===== src/rtl/axi_write_master_pkg.sv =====
// Shared definitions for the single-beat AXI write master and its sort-controller client.
// Holds the FSM state encoding and the write-response codes.
package axi_write_master_pkg;

    // FSM encoding; all four codes are used, but the FSM still returns any
    // unknown value to idle.
    localparam logic [1:0] ST_IDLE   = 2'd0;
    localparam logic [1:0] ST_SEND   = 2'd1;
    localparam logic [1:0] ST_WAIT_B = 2'd2;
    localparam logic [1:0] ST_RESP   = 2'd3;

    // Write-response codes as seen by the sort controller.
    localparam logic RESP_OK  = 1'b1;
    localparam logic RESP_ERR = 1'b0;

endpackage


===== src/rtl/wr_timeout_counter.sv =====
// Per-transaction cycle counter for the AXI write master.
//   clk, rst_n : clock, asynchronous active-low reset
//   clear_i    : restart the count at zero (start of a transaction)
//   enable_i   : count this cycle (transaction in flight)
//   expired_o  : high in the enabled cycle that brings the count up to TIMEOUT_CYCLES
// TIMEOUT_CYCLES must be at least 1.
module wr_timeout_counter #(
    parameter int unsigned TIMEOUT_CYCLES = 255
) (
    input  logic clk,
    input  logic rst_n,
    input  logic clear_i,
    input  logic enable_i,
    output logic expired_o
);

    localparam int unsigned CNT_WDTH = $clog2(TIMEOUT_CYCLES + 1);
    localparam logic [CNT_WDTH-1:0] CNT_MAX  = CNT_WDTH'(TIMEOUT_CYCLES);
    localparam logic [CNT_WDTH-1:0] CNT_LAST = CNT_WDTH'(TIMEOUT_CYCLES - 1);

    logic [CNT_WDTH-1:0] count_q, count_d;

    // Expiry is flagged in the cycle whose increment reaches the limit, so the
    // owner leaves after exactly TIMEOUT_CYCLES counted cycles.
    always_comb begin
        expired_o = enable_i && (count_q >= CNT_LAST);
    end

    always_comb begin
        count_d = count_q;
        if (clear_i) begin
            count_d = '0;
        end else if (enable_i && (count_q != CNT_MAX)) begin
            count_d = count_q + 1'b1;
        end
    end

    always_ff @(posedge clk or negedge rst_n) begin
        if (!rst_n) begin
            count_q <= '0;
        end else begin
            count_q <= count_d;
        end
    end

endmodule


===== src/rtl/axi_write_master.sv =====
// Single-beat AXI write master: takes one address/data pair from the sort
// controller, drives the AW and W channels, waits for B, and reports the result.
//   clk, rst_n                     : clock, asynchronous active-low reset
//   start_i, wr_addr_i, wr_data_i  : request; address/data latched when start is accepted
//   done_o                         : one-cycle completion pulse (OK, error or timeout)
//   b_resp_o, timed_out_o          : result of the last transaction, held until next start
//   busy_o                         : high whenever not idle
//   aw_* / w_* / b_*               : AXI write address, data and response channels
module axi_write_master
    import axi_write_master_pkg::*;
#(
    parameter int unsigned ADDR_WDTH      = 4,
    parameter int unsigned DATA_WDTH      = 32,
    parameter int unsigned RESP_WDTH      = 1,
    parameter int unsigned TIMEOUT_CYCLES = 255
) (
    input  logic                 clk,
    input  logic                 rst_n,
    input  logic                 start_i,
    input  logic [ADDR_WDTH-1:0] wr_addr_i,
    input  logic [DATA_WDTH-1:0] wr_data_i,
    output logic                 done_o,
    output logic [RESP_WDTH-1:0] b_resp_o,
    output logic                 timed_out_o,
    output logic                 busy_o,
    output logic                 aw_valid_o,
    input  logic                 aw_ready_i,
    output logic [ADDR_WDTH-1:0] aw_addr_o,
    output logic                 w_valid_o,
    input  logic                 w_ready_i,
    output logic [DATA_WDTH-1:0] w_data_o,
    input  logic                 b_valid_i,
    output logic                 b_ready_o,
    input  logic [RESP_WDTH-1:0] b_resp_in_i
);

    logic [1:0]           state_q, state_d;
    logic [ADDR_WDTH-1:0] aw_addr_q, aw_addr_d;
    logic [DATA_WDTH-1:0] w_data_q, w_data_d;
    logic                 aw_done_q, aw_done_d;
    logic                 w_done_q, w_done_d;
    logic [RESP_WDTH-1:0] b_resp_q, b_resp_d;
    logic                 timed_out_q, timed_out_d;

    logic                 aw_hs, w_hs;
    logic                 cnt_clear, cnt_enable, cnt_expired;

    // Channel controls are decoded straight from state and the done flags.
    always_comb begin
        busy_o      = (state_q != ST_IDLE);
        aw_valid_o  = (state_q == ST_SEND) && !aw_done_q;
        w_valid_o   = (state_q == ST_SEND) && !w_done_q;
        b_ready_o   = (state_q == ST_WAIT_B);
        done_o      = (state_q == ST_RESP);
        aw_addr_o   = aw_addr_q;
        w_data_o    = w_data_q;
        b_resp_o    = b_resp_q;
        timed_out_o = timed_out_q;
        aw_hs       = aw_valid_o && aw_ready_i;
        w_hs        = w_valid_o && w_ready_i;
        cnt_clear   = (state_q == ST_IDLE) && start_i;
        cnt_enable  = (state_q == ST_SEND) || (state_q == ST_WAIT_B);
    end

    wr_timeout_counter #(
        .TIMEOUT_CYCLES(TIMEOUT_CYCLES)
    ) u_timeout (
        .clk      (clk),
        .rst_n    (rst_n),
        .clear_i  (cnt_clear),
        .enable_i (cnt_enable),
        .expired_o(cnt_expired)
    );

    always_comb begin
        state_d     = state_q;
        aw_addr_d   = aw_addr_q;
        w_data_d    = w_data_q;
        aw_done_d   = aw_done_q;
        w_done_d    = w_done_q;
        b_resp_d    = b_resp_q;
        timed_out_d = timed_out_q;

        case (state_q)
            ST_IDLE: begin
                if (start_i) begin
                    aw_addr_d   = wr_addr_i;
                    w_data_d    = wr_data_i;
                    aw_done_d   = 1'b0;
                    w_done_d    = 1'b0;
                    b_resp_d    = '0;
                    timed_out_d = 1'b0;
                    state_d     = ST_SEND;
                end
            end
            ST_SEND: begin
                aw_done_d = aw_done_q || aw_hs;
                w_done_d  = w_done_q || w_hs;
                // Finishing the address/data phase on the expiry cycle is not a
                // completed transaction, so the timeout wins here.
                if (cnt_expired) begin
                    b_resp_d    = {RESP_WDTH{RESP_ERR}};
                    timed_out_d = 1'b1;
                    state_d     = ST_RESP;
                end else if (aw_done_d && w_done_d) begin
                    state_d = ST_WAIT_B;
                end
            end
            ST_WAIT_B: begin
                // A response arriving on the expiry cycle still counts as normal.
                if (b_valid_i) begin
                    b_resp_d = b_resp_in_i;
                    state_d  = ST_RESP;
                end else if (cnt_expired) begin
                    b_resp_d    = {RESP_WDTH{RESP_ERR}};
                    timed_out_d = 1'b1;
                    state_d     = ST_RESP;
                end
            end
            ST_RESP: begin
                state_d = ST_IDLE;
            end
            default: begin
                state_d = ST_IDLE;
            end
        endcase
    end

    always_ff @(posedge clk or negedge rst_n) begin
        if (!rst_n) begin
            state_q     <= ST_IDLE;
            aw_addr_q   <= '0;
            w_data_q    <= '0;
            aw_done_q   <= 1'b0;
            w_done_q    <= 1'b0;
            b_resp_q    <= '0;
            timed_out_q <= 1'b0;
        end else begin
            state_q     <= state_d;
            aw_addr_q   <= aw_addr_d;
            w_data_q    <= w_data_d;
            aw_done_q   <= aw_done_d;
            w_done_q    <= w_done_d;
            b_resp_q    <= b_resp_d;
            timed_out_q <= timed_out_d;
        end
    end

endmodule


===== config.mk =====
export PLATFORM = sky130hd
export DESIGN_NAME = axi_write_master
export DESIGN_NICKNAME = d
export VERILOG_FILES = /design/src/rtl/axi_write_master_pkg.sv /design/src/rtl/wr_timeout_counter.sv /design/src/rtl/axi_write_master.sv
export SDC_FILE = /design/constraint.sdc
export NUM_CORES = 1
export LEC_CHECK = 0
export ABC_AREA = 1
export CAP_MARGIN = 10
export CORE_MARGIN = 4
export CORE_UTILIZATION = 47
export DETAILED_ROUTE_END_ITERATION = 7
export GPL_TIMING_DRIVEN = 0
export PLACE_DENSITY_LB_ADDON = 0.12
export SYNTH_ARGS = -nofsm -noshare
export SYNTH_HDL_FRONTEND = slang
export SYNTH_SLANG_ARGS = --single-unit

===== constraint.sdc =====
create_clock -name clk -period 3.9 [get_ports clk]
set_clock_uncertainty 0.2 [all_clocks]
set_input_delay 1.17 -clock clk [delete_from_list [all_inputs] [get_ports clk]]
set_output_delay 1.17 -clock clk [all_outputs]
set_load 0.05 [all_outputs]

==> results by group <==
Outcome
  – Outcome: finished clean

Detailed routing
  – Number of DRC markers in iteration 0: 74
  – Antenna Nets Post-Route: 0
  – Drt wl/cell: 12.4 um
  – DR pass1 iterations: 5
  – Met2 wire length: 2.46 mm
  – Top layer in use: met4
  – Routed wl met3: 488 um
  – WL met1: 2.20 mm
  – Via count: 2032
  – Final routed DRC violation total: 0
  – Final WL: 5.23 mm
  – DR vias/cell: 4.84

Synthesis
  – Syn Nets: 322
  – Synth area leader: dfrtp_1
  – Yosys reg bits: 50
  – Largest family of logic cells by synthesized area: simple AND/OR/NAND/NOR gates
  – Netlist cell types: 26
  – Post-Synth XOR/XNOR Area: 0%
  – Mapped Area: 0.00227 sq mm
  – Synth Area in Compound Gates: 4.25%
  – Synth Area in Simple Gates: 32.2%
  – Cells after Synth: 272
  – Synth area leaders: dfrtp_1, nand2_1, ha_1
  – Adder-Cell Fraction of Synth Area: 3.86%
  – Seq/Total Area, Yosys: 55.2%
  – Mux contribution to synthesized area: 0%
  – Synth warn: 0
  – Share of the synthesized area in the top cell type: 55.2%
  – Syn_area_per_cell: 8.34 sq um

Placement
  – Dpl hpwl: 3.94 mm
  – Port Buffer Count: 85
  – Global placer's final weighted congestion: 0.774

Worst hold path
  – Worst min path class: reg -> reg
  – Hold path cells: 2

Clocking
  – Clk Latency, worst-skew pair: 0.30 ns
  – CTS tree: yes
  – Setup bufs post-CTS: 0
  – # clock sinks: 50
  – Clock Pin Slew Worst Setup and Hold Paths: 0.08 ns
  – Max Root-Sink Buffers: 2
  – H-tree levels: 2
  – CTS resizes: 0
  – CTS Buf Count: 5
  – CTS Root Cell: clkbuf_8
  – Hold Buf Count CTS: 0

GRT
  – First-pass GRT wire length: 9.06 mm
  – Initial antenna violation count: 0
  – Largest net degree at the start of global routing: 38
  – GRT Residual Overflow: 0
  – Number of global-route vias before repair: 2002
  – Overall Global Routing Usage: 18.9%

Worst setup path
  – Worst r2r path cells: 9
  – Worst path slowest cell: clkdlybuf4s50_1
  – Crit path top cell by count: inv_1
  – Critical path class: reg -> out
  – Critical path, cell by cell: inv_1, ha_1, inv_1, nor2_1, clkdlybuf4s50_1
  – Levels on crit path: 5
  – Critical Path Max Stage Delay: 0.80 ns
  – Worst Path Buf+Inv: 3
  – CP Launch Type: flop
  – Crit. End Element: primary output
  – Worst Path Max Fanout: 5
  – CP required: 2.53 ns
  – Delay-heaviest family, CP: buffers and inverters
  – Arrival @ worst endpoint: 2.07 ns

Cells and area
  – Layout cells sized above 1: 6.56%
  – Final Util: 70.5%
  – Synth-to-Final Area Change: 45.9%
  – # nets final: 415
  – ANT cells: 0

Power and ir drop
  – Power Dens Cells: 920 mW/mm^2
  – Static Leak: 1.62 nW
  – Overall power: 3.04 mW
  – Peak supply drop: 0.000712 V

Floorplanning
  – Core area: 0.00469 sq mm
  – Starting Density: 48.3%
  – Std-Cell Rows: 25
  – I/O pin count: 86
  – Die width: 77.5 um
  – Die area: 0.00600 sq mm
  – Die H: 77.5 um

Timing
  – Relative slew margins: 64.3%
  – Period Utilization, post-route: 88.3%
  – Max Clk Rate: 290 MHz
  – Final number of max-transition violations: 0
  – Worst-margin pin slew: 0.533 ns
  – RSZ-0062 raised after global routing: false
  – Final setup violating endpoints: 0
  – Final setup TNS: 0 ns
  – Final Hold Viols: 0
  – Post-layout min period: 3.44 ns

Job
  – Max Cap Violations: 0
state kept, by name, indices dropped and copies added, names as in the netlist:
signal             count
aw_addr_o              4
aw_done_q              1
b_resp_o               1
state_q                2
timed_out_o            1
u_timeout.count_q      8
w_data_o              32
w_done_q               1
Yosys cell counts, drive strengths merged:
master / number
nand4: 7
ha: 7
nor2: 15
buf: 6
o31ai: 1
nand2: 137
o21bai: 1
inv: 18
dfrtp: 50
o21ai: 10
clkbuf: 2
nor3: 1
nand3: 11
nor3b: 2
o211ai: 1
a21oi: 1
a21boi: 2
worst reg2reg max path: stages, from the launching register on:
cell and delay (ns):
dfrtp_1 0.42, inv_1 0.10, ha_1 0.45, inv_2 0.07
nor2_2 0.15, nand3_2 0.11, nand3_2 0.10, nand3_1 0.07
nand2_1 0.06, nand2_1 0.06
path summary, 6_finish.rpt:
path                                          startpoint                               end  slack [ns]
worst max-delay path              state_q[1]$_DFFE_PN0P_                         w_valid_o        0.46
min in group asynchronous                          rst_n  u_timeout.count_q[3]$_DFFE_PN0P_        0.56
worst max register to register    state_q[0]$_DFFE_PN0P_            state_q[0]$_DFFE_PN0P_        2.00
max in group asynchronous                          rst_n  u_timeout.count_q[1]$_DFFE_PN0P_        2.44
worst min-delay path            w_data_o[13]$_DFFE_PN0P_          w_data_o[13]$_DFFE_PN0P_        0.28
worst min register to register  w_data_o[13]$_DFFE_PN0P_          w_data_o[13]$_DFFE_PN0P_        0.28
area by class of cell:
type | count | area [sq um]
Sequential cell | 50 | 1250
Timing Repair Buffer | 86 | 866
Buffer | 8 | 35.0
Fill cell | 403 | 1390
Inverter | 18 | 67.6
Clock buffer | 7 | 76.3
Multi-Input combinational cell | 196 | 913
Clock inverter | 1 | 30.0
Tap cell | 54 | 67.6
power breakdown:
group	total (mW)	switching, mW	internal [mW]
clock	0.357	0.165	0.192
sequential	0.860	0.129	0.731
combinational	1.83	1.24	0.589
total	3.04	1.53	1.51
per-stage QoR:
step | hold WS, ns | cell area [sq um] | setup WS [ns] | std cells
after global routing | 0.300 | 3310 | 0.332 | 420
after CTS | 0.288 | 3310 | 0.420 | 420
after floorplan | 0.306 | 2270 | 1.10 | 272
final | 0.281 | 3310 | 0.455 | 420
after global placement | 0.261 | 3190 | -0.0410 | 411
after detailed placement | 0.265 | 3200 | 0.763 | 412
cell families (layout without fill, tap and decap cells):
group	count (synthesis)	after routing
AOI/OAI and AO/OA	16	16
adders and majority gates	7	7
buffers and inverters	26	120
DFF	50	50
and+or+nand+nor	173	173
cell usage in the layout (no fill, tap or decap), types with 2 or more instances in the layout:
master / count
clkbuf_8: 5
clkdlybuf4s50_1: 84
nand2_1: 133
clkbuf_1: 4
ha_1: 7
nand2_2: 2
o21ai_1: 8
dfrtp_1: 50
nor3b_1: 2
buf_1: 2
a21boi_0: 2
buf_2: 5
inv_2: 3
nand4_1: 7
nor2_1: 13
nand3_1: 9
nand2_4: 2
inv_1: 15
nand3_2: 2
metal layers:
layer / vias to the layer above / GRT usage, %
met5: - / 0
met4: 0 / 5.87
met2: 66 / 31.8
met1: 929 / 21.9
met3: 4 / 7.77
li1: 1033 / -
No activity file was read; power rests on OpenSTA's default activity.
